--- config.mk ---
export PLATFORM = sky130hd
export DESIGN_NAME = sram_stream_reader_flat
export DESIGN_NICKNAME = d
export VERILOG_FILES = /design/src/rtl/sram_stream_reader_if.sv /design/src/rtl/sram_stream_reader.sv /design/src/flat_wrapper.sv
export SDC_FILE = /design/constraint.sdc
export NUM_CORES = 1
export LEC_CHECK = 0
export ABC_AREA = 1
export BUFFER_PORTS_ARGS = -buffer_cell sky130_fd_sc_hd__buf_4
export CAP_MARGIN = 10
export CORE_ASPECT_RATIO = 1.4
export CORE_MARGIN = 3
export CORE_UTILIZATION = 55
export DETAILED_ROUTE_END_ITERATION = 8
export PLACE_DENSITY_LB_ADDON = 0.08
export SYNTH_ARGS = -nofsm -noshare
export SYNTH_HDL_FRONTEND = slang
export SYNTH_SLANG_ARGS = --single-unit
--- constraint.sdc ---
create_clock -name clk_i -period 4.7 [get_ports clk_i]
set_clock_uncertainty 0.05 [all_clocks]
set_input_delay 0 -clock clk_i [delete_from_list [all_inputs] [get_ports clk_i]]
set_output_delay 0 -clock clk_i [all_outputs]
set_load 0.1 [all_outputs]
--- src/rtl/sram_stream_reader_if.sv ---
// Valid/ready word stream from the SRAM reader to the MAC datapath.
interface sram_stream_reader_if #(
  parameter int unsigned DATA_W = 32
) ();
  logic [DATA_W-1:0] data;
  logic              valid;
  logic              ready;

  modport master (output data, output valid, input  ready);
  modport slave  (input  data, input  valid, output ready);
endinterface

--- src/rtl/sram_stream_reader.sv ---
// Read-side sequencer for a single-port SRAM macro: walks a wrap-around address
// range, absorbs the one-cycle read latency and streams words out through a small FIFO.
module sram_stream_reader #(
  parameter int unsigned ADDR_W     = 10,
  parameter int unsigned DATA_W     = 32,
  parameter int unsigned FIFO_DEPTH = 2
) (
  input  logic                clk_i,
  input  logic                rst_ni,
  input  logic                start_i,
  input  logic [ADDR_W-1:0]   base_addr_i,
  input  logic [ADDR_W:0]     len_i,
  output logic                busy_o,
  output logic                done_o,
  output logic                sram_ceb_o,
  output logic                sram_web_o,
  output logic [ADDR_W-1:0]   sram_a_o,
  input  logic [DATA_W-1:0]   sram_q_i,
  sram_stream_reader_if.master stream_o
);

  localparam int unsigned LEN_W = ADDR_W + 1;
  localparam int unsigned PTR_W = (FIFO_DEPTH > 1) ? $clog2(FIFO_DEPTH) : 1;
  localparam int unsigned CNT_W = $clog2(FIFO_DEPTH + 1);
  localparam int unsigned CRD_W = CNT_W + 1;

  typedef enum logic [1:0] {IDLE, RUN, DRAIN} state_e;

  state_e              state_q, state_d;
  logic [ADDR_W-1:0]   addr_q, addr_d;
  logic [LEN_W-1:0]    issue_left_q, issue_left_d;
  logic [LEN_W-1:0]    pop_left_q, pop_left_d;
  logic                inflight_q;
  logic                done_q, done_d;
  logic                issue_c;
  logic                pop_c;

  logic [DATA_W-1:0]   mem_q [FIFO_DEPTH];
  logic [PTR_W-1:0]    wr_ptr_q, rd_ptr_q;
  logic [CNT_W-1:0]    count_q, count_d;
  logic [CRD_W-1:0]    occupied_c, room_c;

  function automatic logic [PTR_W-1:0] ptr_inc(input logic [PTR_W-1:0] p);
    return (p == PTR_W'(FIFO_DEPTH - 1)) ? '0 : p + PTR_W'(1);
  endfunction

  assign pop_c      = (count_q != '0) && stream_o.ready;
  // Credit check: count + inflight < FIFO_DEPTH + pop, so the FIFO can never overflow.
  assign occupied_c = CRD_W'(count_q) + CRD_W'(inflight_q);
  assign room_c     = CRD_W'(FIFO_DEPTH) + CRD_W'(pop_c);

  always_comb begin
    state_d      = state_q;
    addr_d       = addr_q;
    issue_left_d = issue_left_q;
    pop_left_d   = pop_left_q;
    done_d       = 1'b0;
    issue_c      = 1'b0;
    if (pop_c) pop_left_d = pop_left_q - LEN_W'(1);
    case (state_q)
      IDLE: begin
        if (start_i) begin
          if (len_i == '0) begin
            done_d = 1'b1;
          end else begin
            addr_d       = base_addr_i;
            issue_left_d = len_i;
            pop_left_d   = len_i;
            state_d      = RUN;
          end
        end
      end
      RUN: begin
        if ((issue_left_q != '0) && (occupied_c < room_c)) begin
          issue_c      = 1'b1;
          addr_d       = addr_q + ADDR_W'(1);
          issue_left_d = issue_left_q - LEN_W'(1);
          if (issue_left_q == LEN_W'(1)) state_d = DRAIN;
        end
      end
      DRAIN: begin
        if (pop_c && (pop_left_q == LEN_W'(1))) begin
          state_d = IDLE;
          done_d  = 1'b1;
        end
      end
      default: state_d = IDLE;
    endcase
  end

  always_ff @(posedge clk_i or negedge rst_ni) begin
    if (!rst_ni) begin
      state_q      <= IDLE;
      addr_q       <= '0;
      issue_left_q <= '0;
      pop_left_q   <= '0;
      inflight_q   <= 1'b0;
      done_q       <= 1'b0;
    end else begin
      state_q      <= state_d;
      addr_q       <= addr_d;
      issue_left_q <= issue_left_d;
      pop_left_q   <= pop_left_d;
      inflight_q   <= issue_c;
      done_q       <= done_d;
    end
  end

  always_comb begin
    count_d = count_q;
    case ({inflight_q, pop_c})
      2'b10:   count_d = count_q + CNT_W'(1);
      2'b01:   count_d = count_q - CNT_W'(1);
      default: count_d = count_q;
    endcase
  end

  // Output FIFO: push the macro's read data one cycle after each issue.
  always_ff @(posedge clk_i or negedge rst_ni) begin
    if (!rst_ni) begin
      for (int i = 0; i < int'(FIFO_DEPTH); i++) mem_q[i] <= '0;
      wr_ptr_q <= '0;
      rd_ptr_q <= '0;
      count_q  <= '0;
    end else begin
      if (inflight_q) begin
        mem_q[wr_ptr_q] <= sram_q_i;
        wr_ptr_q        <= ptr_inc(wr_ptr_q);
      end
      if (pop_c) rd_ptr_q <= ptr_inc(rd_ptr_q);
      count_q <= count_d;
    end
  end

  assign busy_o         = (state_q != IDLE);
  assign done_o         = done_q;
  assign sram_ceb_o     = ~issue_c;
  assign sram_web_o     = 1'b1;
  assign sram_a_o       = addr_q;
  assign stream_o.data  = mem_q[rd_ptr_q];
  assign stream_o.valid = (count_q != '0);

endmodule
--- src/flat_wrapper.sv ---
// flat-port wrapper written by rule: the top's interface ports become plain ports
module sram_stream_reader_flat 
#(
  parameter int unsigned ADDR_W     = 10,
  parameter int unsigned DATA_W     = 32,
  parameter int unsigned FIFO_DEPTH = 2
)
  (clk_i, rst_ni, start_i, base_addr_i, len_i, busy_o, done_o, sram_ceb_o, sram_web_o, sram_a_o, sram_q_i, stream_o_data, stream_o_valid, stream_o_ready);
  sram_stream_reader_if #(.DATA_W(DATA_W)) stream_o_i ();
  input  logic clk_i;
  input  logic rst_ni;
  input  logic start_i;
  input  logic [ADDR_W-1:0] base_addr_i;
  input  logic [ADDR_W:0] len_i;
  output logic busy_o;
  output logic done_o;
  output logic sram_ceb_o;
  output logic sram_web_o;
  output logic [ADDR_W-1:0] sram_a_o;
  input  logic [DATA_W-1:0] sram_q_i;
  output wire logic [$bits(stream_o_i.data)-1:0] stream_o_data;
  output wire logic [$bits(stream_o_i.valid)-1:0] stream_o_valid;
  input wire logic [$bits(stream_o_i.ready)-1:0] stream_o_ready;
  assign stream_o_data = stream_o_i.data;
  assign stream_o_valid = stream_o_i.valid;
  assign stream_o_i.ready = stream_o_ready;
  sram_stream_reader #(.ADDR_W(ADDR_W), .DATA_W(DATA_W), .FIFO_DEPTH(FIFO_DEPTH)) u_core (.clk_i(clk_i), .rst_ni(rst_ni), .start_i(start_i), .base_addr_i(base_addr_i), .len_i(len_i), .busy_o(busy_o), .done_o(done_o), .sram_ceb_o(sram_ceb_o), .sram_web_o(sram_web_o), .sram_a_o(sram_a_o), .sram_q_i(sram_q_i), .stream_o(stream_o_i));
endmodule
* Yosys cells after proc, flatten, opt, wreduce, memory -nomap -nowiden *
Cells that the tools add are included.

cells by class
  add/subtract/negate cells = 9
  multipliers = 0
  divide/modulo/power cells = 0
  $lt $le $gt $ge = 4
  equality and inequality tests = 11
  shift operators = 0
  multiplexer cells = 33
  bitwise gates (word level) = 3
  reduce and logical (&&, ||, !) cells = 13

operators with widths
  operator                                                                 number
  32-bit two-way mux                                                       4
  11-bit two-way mux                                                       7
  64-bit bitwise mux                                                       1
  32-bit demux with 1-bit select                                           1
  10-bit two-way mux                                                       3
  11-bit by 1-bit equality test with 1-bit output, second input constant   2
  11-bit one-hot mux with 2 select lines                                   1
  11-bit by 1-bit subtractor with 11-bit output, second input constant     2
  10-bit one-hot mux with 2 select lines                                   1
  11-bit logical NOT                                                       1
  11-bit nonzero test                                                      1
  10-bit by 1-bit adder with 10-bit output, second input constant          1
  2-bit two-way mux                                                        5
  2-bit nonzero test                                                       4
  1-bit two-way mux                                                        7
  2-bit by 1-bit inequality test with 1-bit output, second input constant  3
  2-bit one-hot mux with 3 select lines                                    1
  5-bit AND reduction                                                      1
  2-bit by 1-bit equality test with 1-bit output, second input constant    2
  2-bit equality test, second input constant                               2
  2-bit greater-or-equal comparator, second input constant                 2
  1-bit logical AND                                                        4
  2-bit inequality test, second input constant                             2
  1-bit inverter with 2-bit output                                         2
  other kinds (12)                                                         13

storage, ports and cells
  register bits = 104
  latch bits = 0
  memory bits (writable) = 0
  memory bits (read-only) = 0
  bits of input ports = 57
  output and inout bits = 47
  logic and storage cells = 84
  memories kept = 0

* Logic depth before layout (Yosys ltp) *
  depth in word-level cells = 8
  mapped depth = 11
  depth with buffers taken out = 11

* Least setup slack after synthesis *
Ideal clock, no wire load.

  path type = flip-flop to flip-flop
  start point = register u_core.addr_q[0], in the netlist u_core.sram_a_o[0]
  end point = register u_core.addr_q[6], in the netlist u_core.sram_a_o[6]
  setup time = 123 ps
  arrival = 1896 ps
  data required time = 4527 ps
  path slack = 2631 ps
  cell stages (with the launch flop) = 7
  buffers on the path = 0
  period minus slack after synthesis = 2069 ps
  cell sequence = dfrtp_1 -> ha_1 -> nand3_1 -> nor2_1 -> a21oi_1 -> a22oi_1 -> o21ai_2

on the way
  longest elaborated chain between the ends = 3

ends and longest elaborated chain
  what                                      line                       text
  from (decl)                               sram_stream_reader.sv:30   logic [ADDR_W-1:0] addr_q, addr_d;
  from (signal assigned)                    sram_stream_reader.sv:101  addr_q <= addr_d;
  10-bit by 1-bit adder with 10-bit output  sram_stream_reader.sv:76   addr_d = addr_q + ADDR_W'(1);
  10-bit two-way mux                        sram_stream_reader.sv:74   if ((issue_left_q != '0) && (occupied_c < room_c)) begin
  10-bit one-hot mux with 2 select lines    sram_stream_reader.sv:60   case (state_q)

No other way between the ends. The select of a mux whose other input is x is not followed.
A chain may end at the register's enable or synchronous reset.

* Final worst setup path *
  start point = register u_core.state_q[1]
  end point = register u_core.issue_left_q[1]

on the way
  longest elaborated chain between the ends = 3
  elaborated cells between the ends (all ways) = 8
  those cells by class = 4 x eq/ne; 1 x mux; 3 x reduce/logical

ends and longest elaborated chain
  what                                                                                      line                       text
  from (decl)                                                                               sram_stream_reader.sv:29   state_e state_q, state_d;
  from (signal assigned)                                                                    sram_stream_reader.sv:100  state_q <= state_d;
  2-bit by 1-bit equality test with 1-bit output or 2-bit logical NOT (tied branches)       sram_stream_reader.sv:60
  2-bit by 1-bit inequality test with 1-bit output (no line), or another cell as far along  -
  4-bit AND reduction (no line)                                                             -
  to (signal assigned)                                                                      sram_stream_reader.sv:102  issue_left_q <= issue_left_d;
  to (decl)                                                                                 sram_stream_reader.sv:31   logic [LEN_W-1:0] issue_left_q, issue_left_d;

Parallel ways exist; a longest one is shown, timed or not.

==> flow_metrics.py <==
metrics = {
    "run_status": {
        "status": "complete, no violations",
    },
    "clock_tree": {
        "clk_pin_slew_worst_paths_ns": 0.07,
        "clk_path_buf_depth": 2,
        "htree_levels": 3,
        "cts_tree": "yes",
        "cts-root-buf": "clkbuf_16",
        "cts_made_buffers": 9,
        "worstSkewPairLatency_ns": 0.34,
        "cts-resized-gates": 0,
        "cts_num_sinks": 104,
        "hold_buffers": 54,
        "postCtsSetupRepairBufs": 0,
    },
    "worst_setup_path": {
        "start_kind": "register",
        "cp_max_fo": 32,
        "cp.arrival_ns": 2.70,
        "crit_type": "reg2reg",
        "end_kind": "register",
        "crit_required_ns": 4.88,
    },
    "global_route": {
        "grt_pass1_wl_mm": 22.3,
        "grt_pass1_vias": 4914,
        "grt_start_max_net_pins": 66,
        "track_usage_pct": 24.6,
        "grt-ovfl-total": 0,
        "antenna_found_initial": 0,
    },
    "route": {
        "drc": 0,
        "via_per_inst": 5.02,
        "via_count": 4996,
        "drt_iter0_markers": 249,
        "avgRoutedWirePerCell_um": 13.2,
        "drtPass1Iterations": 5,
        "totalWireLength_mm": 13.1,
        "ant_nets": 0,
    },
    "cells_and_area": {
        "multi_input_area_um2": 2370,
        "final_common_cell": "nand2_1",
        "final_core_util_pct": 74.0,
        "drive_above_1_share_pct": 16.9,
        "areaGrowthSynthToFinish_pct": 29.7,
        "nets": 925,
        "mostFrequentLayoutCells": "273 x nand2_1, 104 x buf_4, 104 x dfrtp_1",
        "final.fill_count": 787,
        "seq_area_um2": 2600,
        "n_antenna_cell": 0,
    },
    "hold_path": {
        "hold_path.class": "in2reg",
    },
    "die": {
        "die_h_um": 124,
        "die_x_um": 90.2,
        "design.core.area_um2": 9560,
        "start_util_pct": 57.1,
        "placementRows": 42,
        "dieArea_um2": 11200,
        "ios": 104,
    },
    "timing": {
        "rsz0062_at_grt": "false",
        "setup_slack_ns": 2.17,
        "slew_viol_final": 0,
        "setup_violations": 0,
        "setup_tns_ns": 0,
        "clock.fmax_mhz": 396,
        "hold_viol_final": 0,
        "period_share_pct": 53.8,
        "period_needed_ns": 2.53,
        "worstMarginPinSlew_ns": 1.09,
        "relSlewSlack_pct": 27.3,
    },
    "logic_synthesis": {
        "synth_top_cell_area_share_pct": 47.7,
        "ys_seq_area_share_pct": 47.7,
        "ys_warn_count": 0,
        "ys_types": 38,
        "synth_area_um2": 5460,
        "synth.area.top_cells": "dfrtp_1 48%, nand2_1 19%, o21ai_0 7.3%, inv_1 5.7%, nand3_1 2.9%",
        "async_reset_ff_share_pct": 100,
        "synthFlopType": "dfrtp_1",
        "yosysTopAreaCell": "dfrtp_1",
        "synth-edff-count": 0,
        "synthCells": 723,
        "syn_area_per_cell_um2": 7.55,
        "synth_nets": 789,
        "ys_ff_latch": 104,
    },
    "placed_design": {
        "dp_hpwl_mm": 8.49,
        "finalWeightedCongestion": 0.844,
        "portBuffers": 102,
        "pre_cts_ws_ns": 2.14,
    },
    "run": {
        "maxCapViolCount": 0,
    },
}
## state kept, by name (all words and copies together) (netlist names)
signal,cells
u_core.rd_ptr_q,1
u_core.state_q,2
u_core.wr_ptr_q,1
u_core.mem_q,64
u_core.issue_left_q,11
u_core.sram_a_o,10
u_core.pop_left_q,11
u_core.count_q,2
u_core.done_o,1
u_core.inflight_q,1
## layer usage
metal	vias to the layer above	GRT usage, %	share of wire (%)
li1	2526	-	-
met3	20	4.77	3.8
met1	2325	30.4	42
met4	0	8.91	1.8
met5	-	0	0
met2	125	43.5	52
## Yosys cell counts, drive strengths merged (3+ instances only)
library cell	count
nand2	276
ha	9
nand4	5
buf	14
inv	84
dfrtp	104
o22ai	6
nor2	45
o21a	3
nand3	34
o21ai	91
xor2	8
a21oi	8
clkbuf	19
## worst max-delay path, cell delays in order, from the launching register on
cell and delay [ns]:
dfrtp_1 0.38, inv_1 0.07, nand2_1 0.51, inv_1 0.54, nand2_2 0.22, nand3_4 0.35
nand2_1 0.20, o21ai_2 0.07
## logic make-up (layout without fill, tap and decap cells)
kind of cell | Yosys count | after routing | share of synthesized area, %
compound gates | 115 | 115 | 11.9
xor+xnor | 10 | 10 | 1.60
fa+ha+maj | 9 | 9 | 2.06
buf+inv | 117 | 258 | 8.98
flops | 104 | 104 | 47.7
mux | 2 | 2 | 0.367
other cells | 1 | 1 | 0.0687
simple gates | 365 | 365 | 27.3
## final cells by class
type / count / share of cell area, %
Tap cell: 132 / 2.33
Clock buffer: 9 / 3.18
Inverter: 84 / 4.45
Timing Repair Buffer: 158 / 18.7
Multi-Input combinational cell: 502 / 33.5
Sequential cell: 104 / 36.8
Clock inverter: 7 / 1.13
## stage by stage
| step | instances | hold slack, ns | area [um2] |
|---|---|---|---|
| CTS | 996 | 0.0134 | 7080 |
| global placement | 926 | 0.0451 | 6230 |
| floorplan | 723 | -0.346 | 5460 |
| global route | 996 | 0.0466 | 7080 |
| finish | 996 | 0.0194 | 7080 |
| detailed placement | 926 | 0.0543 | 6230 |
## final timing paths
check / startpoint / end / slack, ns / depth (start not counted)
max in group asynchronous: rst_ni / u_core.done_o / 3.31 / 3
min reg2reg: u_core.mem_q[17] / u_core.mem_q[17] / 0.43 / 2
max: u_core.state_q[1] / u_core.issue_left_q[1] / 2.17 / 7
min in group asynchronous: rst_ni / u_core.mem_q[4] / 0.20 / 2
max reg2reg: u_core.state_q[1] / u_core.issue_left_q[1] / 2.17 / 7
min: base_addr_i[8] / u_core.sram_a_o[8] / 0.02 / 5
Power is not shown: default switching activity piles up to over one toggle a cycle in this logic, so the estimate is an artifact.
